<file path="config.mk">
export PLATFORM = sky130hd
export DESIGN_NAME = dco_trim_controller
export DESIGN_NICKNAME = d
export VERILOG_FILES = /design/src/rtl/dco_trim_controller.sv
export SDC_FILE = /design/constraint.sdc
export NUM_CORES = 1
export LEC_CHECK = 0
export ABC_CLOCK_PERIOD_IN_PS = 3300
export BUFFER_PORTS_ARGS = -buffer_cell sky130_fd_sc_hd__buf_2
export CORE_MARGIN = 2
export CORE_UTILIZATION = 53
export CTS_CLUSTER_SIZE = 24
export DETAILED_ROUTE_END_ITERATION = 10
export HOLD_SLACK_MARGIN = 0.02
export PLACE_DENSITY = 0.79
export SLEW_MARGIN = 10
export SYNTH_ARGS = -nofsm -noshare
export SYNTH_HDL_FRONTEND = slang
export SYNTH_SLANG_ARGS = --single-unit
export TNS_END_PERCENT = 50
</file>
<file path="constraint.sdc">
create_clock -name hiclock -period 3.3 [get_ports hiclock]
set_clock_uncertainty 0.05 [all_clocks]
set_input_delay 0.165 -clock hiclock [delete_from_list [all_inputs] [get_ports hiclock]]
set_output_delay 0.165 -clock hiclock [all_outputs]
set_load 0.02 [all_outputs]
</file>
<file path="src/rtl/dco_trim_controller.sv">
// Digital trim loop for a DCO: measures the reference period in hiclock cycles and
// nudges a 0..26 thermometer trim code until the period matches {div,1'b0}.
module dco_trim_controller #(
    parameter int unsigned INIT_TVAL = 13,
    parameter int unsigned DEADBAND  = 0,
    parameter int unsigned LOCK_CNT  = 4
) (
    input  logic        hiclock,
    input  logic        reset,
    input  logic        ref_clk,
    input  logic        enable,
    input  logic [4:0]  div,
    input  logic        ext_sel,
    input  logic [25:0] ext_trim,
    output logic [25:0] trim,
    output logic        locked
);

    localparam logic [4:0] TVAL_MAX = 5'd26;
    localparam logic [6:0] CNT_MAX  = 7'd127;

    // Code k turns on ceil(k/2) low-half cells and floor(k/2) high-half cells.
    function automatic logic [25:0] therm(input logic [4:0] k);
        logic [25:0] m;
        int          lo_n;
        int          hi_n;
        m    = '0;
        lo_n = (int'(k) + 1) / 2;
        hi_n = int'(k) / 2;
        for (int j = 0; j < 13; j++) begin
            m[j]      = (j < lo_n);
            m[13 + j] = (j < hi_n);
        end
        return m;
    endfunction

    logic [1:0] sync;
    logic       hist;
    logic       rise;
    logic [6:0] cnt;
    logic       valid;
    logic [4:0] tval;
    logic [3:0] lock_cnt;

    logic [5:0]        target;
    logic [8:0]        hi_bound;
    logic signed [7:0] lo_raw;
    logic [7:0]        lo_bound;
    logic              too_slow;
    logic              too_fast;
    logic              measure;
    logic              loop_off;

    assign rise = sync[1] & ~hist;

    always_ff @(posedge hiclock or posedge reset) begin
        if (reset) begin
            sync <= '0;
            hist <= 1'b0;
        end else begin
            sync <= {sync[0], ref_clk};
            hist <= sync[1];
        end
    end

    // The pre-update count is the measured period on a rise cycle.
    always_ff @(posedge hiclock or posedge reset) begin
        if (reset)
            cnt <= '0;
        else if (rise)
            cnt <= 7'd1;
        else if (cnt != CNT_MAX)
            cnt <= cnt + 7'd1;
    end

    assign target   = {div, 1'b0};
    assign hi_bound = {3'b000, target} + 9'(DEADBAND);
    assign lo_raw   = $signed({2'b00, target}) - $signed(8'(DEADBAND));
    assign lo_bound = (lo_raw < 0) ? 8'd0 : lo_raw;
    assign too_slow = ({2'b00, cnt} > hi_bound);
    assign too_fast = ({1'b0, cnt} < lo_bound);
    assign loop_off = ~enable | ext_sel;
    assign measure  = rise & valid & ~loop_off & (div != 5'd0);

    // The first rise after enabling (or after an override) only arms the measurement.
    always_ff @(posedge hiclock or posedge reset) begin
        if (reset)
            valid <= 1'b0;
        else if (loop_off)
            valid <= 1'b0;
        else if (rise)
            valid <= 1'b1;
    end

    always_ff @(posedge hiclock or posedge reset) begin
        if (reset) begin
            tval <= 5'(INIT_TVAL);
        end else if (measure) begin
            if (too_slow && tval != TVAL_MAX)
                tval <= tval + 5'd1;
            else if (too_fast && tval != 5'd0)
                tval <= tval - 5'd1;
        end
    end

    // Saturation-blocked adjustments still count as out of band.
    always_ff @(posedge hiclock or posedge reset) begin
        if (reset)
            lock_cnt <= '0;
        else if (loop_off || div == 5'd0)
            lock_cnt <= '0;
        else if (measure) begin
            if (too_slow || too_fast)
                lock_cnt <= '0;
            else if (lock_cnt != 4'd15)
                lock_cnt <= lock_cnt + 4'd1;
        end
    end

    always_ff @(posedge hiclock or posedge reset) begin
        if (reset) begin
            locked <= 1'b0;
            trim   <= therm(5'(INIT_TVAL));
        end else begin
            locked <= ~loop_off & (lock_cnt >= 4'(LOCK_CNT));
            trim   <= ext_sel ? ext_trim : therm(tval);
        end
    end

endmodule
</file>
==> summary.txt <==
Outcome
  – Outcome: complete, no violations

Clocking
  – CTS tree: built
  – Hold Buf Count CTS: 19
  – Post-CTS sizing: 0
  – H-tree depth: 2
  – Clock root buffer: clkbuf_8
  – CTS sink cnt: 47
  – Max Root-Sink Buffers: 2
  – Clk_lat worst skew: 300 ps
  – Num CTS Buffers: 5
  – Postcts setup bufs: 0
  – Clock transition at path regs: 90 ps

Global route
  – Largest net degree at the start of global routing: 50
  – Congestion Overflow GR: 0
  – First-pass GRT wire length: 8700 um
  – GRT Util Overall: 21.0%
  – Gr busiest metal: met2
  – Initial antenna violation count: 0
  – Grt met1 use: 25.8%
  – Met2 usage: 34.8%
  – GR Layer Usage met3: 4.94%
  – Vias in the first global route: 2040

Routing
  – Final ANT Viol Nets: 0
  – Final wirelength: 5240 um
  – Via/cell ratio: 5.42
  – DRT iter0 DRCs: 177
  – 1st-pass router iterations: 4
  – Vias: 2163
  – DRC violation count after routing: 0
  – Routed len/inst: 13.1 um

Placed design
  – Detailed Place HPWL: 3510 um
  – I/O Buffers: 62
  – GPL Wtd Cong: 0.849

Synth
  – Fraction of registers with async set/reset: 100%
  – Ys Warns: 0
  – Synthesized area per cell: 9.57 sq um
  – Synth Cell Area: 2570 sq um
  – Share of the synthesized area in the top cell type: 30.1%
  – Seq cells post-synth: 47
  – Synth top area cells: dfrtp_1 (30%), dfstp_2 (16%), ha_1 (6.8%), nand2_1 (4.4%), a21oi_1 (4.1%)
  – Mapped Cells: 269
  – Post-synth EDFFs: 0
  – Leading area contributor after synthesis: dfrtp_1
  – Synth unique cells: 47
  – Syn_nets: 320
  – Sequential share of the synthesized area: 46.5%
  – Main synth FF type: dfrtp_1

Die
  – Chip Width: 73.7 um
  – # rows: 25
  – Full die area: 5430 sq um
  – Die height: 73.7 um
  – CORE AREA: 4690 sq um
  – Initial cell density of the core: 54.9%
  – IO Pins: 63

Layout
  – Layout cells sized above 1: 28.4%
  – Ant diodes: 0
  – Final nets: 395
  – Syn-to-layout area delta: 23.4%
  – Filler cell count: 358
  – Layout Utilization: 67.7%
  – Most common cell after layout, fill and taps aside: buf_2
  – Commonest cells after routing, fill and taps aside: buf_2 (62), dfrtp_1 (31), nand2_1 (30)

Critical path
  – CP startpoint kind: flip-flop
  – CP max-delay cell: dfrtp_1
  – Critical Path, Cell by Cell: ha_1 > a211oi_2 > nand2_1 > o221a_4 > inv_1 > ha_1 > nor2b_1 > o21ai_0 > nor4b_1 > a22oi_1 > xnor2_1
  – Critical path class: flip-flop to flip-flop
  – Crit-path max FO: 4
  – WP data required: 3440 ps
  – CP arrival: 2990 ps
  – Crit. Startpoint: cnt[5]$_DFFE_PP0P_
  – FF-to-FF Start: cnt[5]$_DFFE_PP0P_
  – Crit. End Element: flip-flop
  – Most frequent CP cell: ha_1
  – CP bufs+invs: 1
  – Worst stage delay on the critical path: 430 ps
  – Crit path max-delay family: compound AO/OA/AOI/OAI gates

Pwr
  – Leakage: 1.54 nW
  – VDD IR max: 0.275 mV
  – Pwr dens: 538 nW/um^2

Timing
  – Hold Vio Cnt, Final: 0
  – Max-Slew Margin vs Limit: 36.3%
  – Setup violations, final: 0
  – Unrepaired setup endpoints after global routing: no
  – Final Cycle Share: 86.6%
  – Post-route setup TNS: 0 ps
  – Slew @ Worst Pin: 954 ps
  – Minimum clock period: 2860 ps
  – Fin. max-slew vios: 0
  – F_max: 0.350 GHz

Worst hold path
  – Hold WC Path Type: primary input to asynchronous set/reset pin

Job
  – Max-cap violations: 0
[kinds of logic (layout without fill, tap and decap cells)]
logic type / Yosys count / count (layout) / share of synthesized area (%)
simple gates: 90 / 90 / 17.6
compound gates: 66 / 66 / 17.0
flops: 47 / 47 / 46.5
buf+inv: 37 / 113 / 6.12
fa+ha+maj: 15 / 15 / 7.58
xor+xnor: 9 / 9 / 3.06
mux: 5 / 5 / 2.19
[power by group]
group,internal [mW],switching [mW]
registers,0.681,0.0764
clock network,0.171,0.194
logic,0.247,0.341
total,1.10,0.612
[worst reg2reg max path: stages (launching register included)]
cell and delay, ps:
dfrtp_1 430, ha_1 330, a211oi_2 240, nand2_1 120, o221a_4 330, inv_1 120
ha_1 250, nor2b_1 130, o21ai_0 190, nor4b_1 280, a22oi_1 130, xnor2_1 140
[per-layer routing]
| metal | vias to the layer above | part of all wire, % |
|---|---|---|
| li1 | 1077 | - |
| met1 | 1013 | 45 |
| met2 | 61 | 48 |
| met3 | 12 | 4.3 |
| met4 | 0 | 2.8 |
| met5 | - | 0 |
[flip-flops by register name (all words and copies together), names as in the netlist]
name	flops
sync	2
lock_cnt	4
hist	1
locked	1
tval	5
valid	1
cnt	7
trim	26
[stage by stage]
step	std cells	total power, mW	area [sq um]	setup WS [ps]	hold slack (ps)
2_1_floorplan	269	1.19	2570	661	146
3_3_place_gp	372	1.31	2890	564	224
3_5_place_dp	372	1.33	2890	459	225
4_1_cts	399	1.72	3180	425	24.9
5_1_grt	399	1.83	3180	194	30.0
6_report	399	1.71	3180	443	28.1
[worst paths after layout]
check,end,slack (ps),cells after the start
max in group asynchronous,hist$_DFF_PP0_,2590,2
min reg2reg,sync[1]$_DFF_PP0_,310,0
min in group hiclock,trim[12]$_DFF_PP0_,30,3
max reg2reg,tval[4]$_DFFE_PP0P_,440,11
max,tval[4]$_DFFE_PP0P_,440,11
min,trim[19]$_DFF_PP0_,30,2
[final cells by class]
type                       count  area (sq um)  area share [%]
clock inverter                 2          16.3           0.512
sequential                    47          1200            37.6
inverter                      23          86.3            2.72
clock buffer                   6          82.6            2.60
tap                           54          67.6            2.13
multi-input combinational    185          1220            38.4
timing repair buffer          82           508            16.0
[Yosys cell counts (2+ instances only)]
library cell	n
nand4_1	4
a31oi_1	5
nand3_1	6
a21oi_1	21
nand2_1	30
inv_1	23
xor2_1	3
dfstp_2	16
a211o_1	3
and3_1	4
o31ai_1	4
a211oi_1	3
buf_1	2
nor2b_1	6
clkbuf_1	7
o21ai_0	19
xnor2_1	6
buf_2	3
nor4b_1	2
nor2_1	16
dfrtp_1	31
nor4_1	3
nor3_1	6
mux2i_1	3
ha_1	14
buf_6	2
nand2b_1	5
and2_1	3
Power figures use the tool's default switching activity.
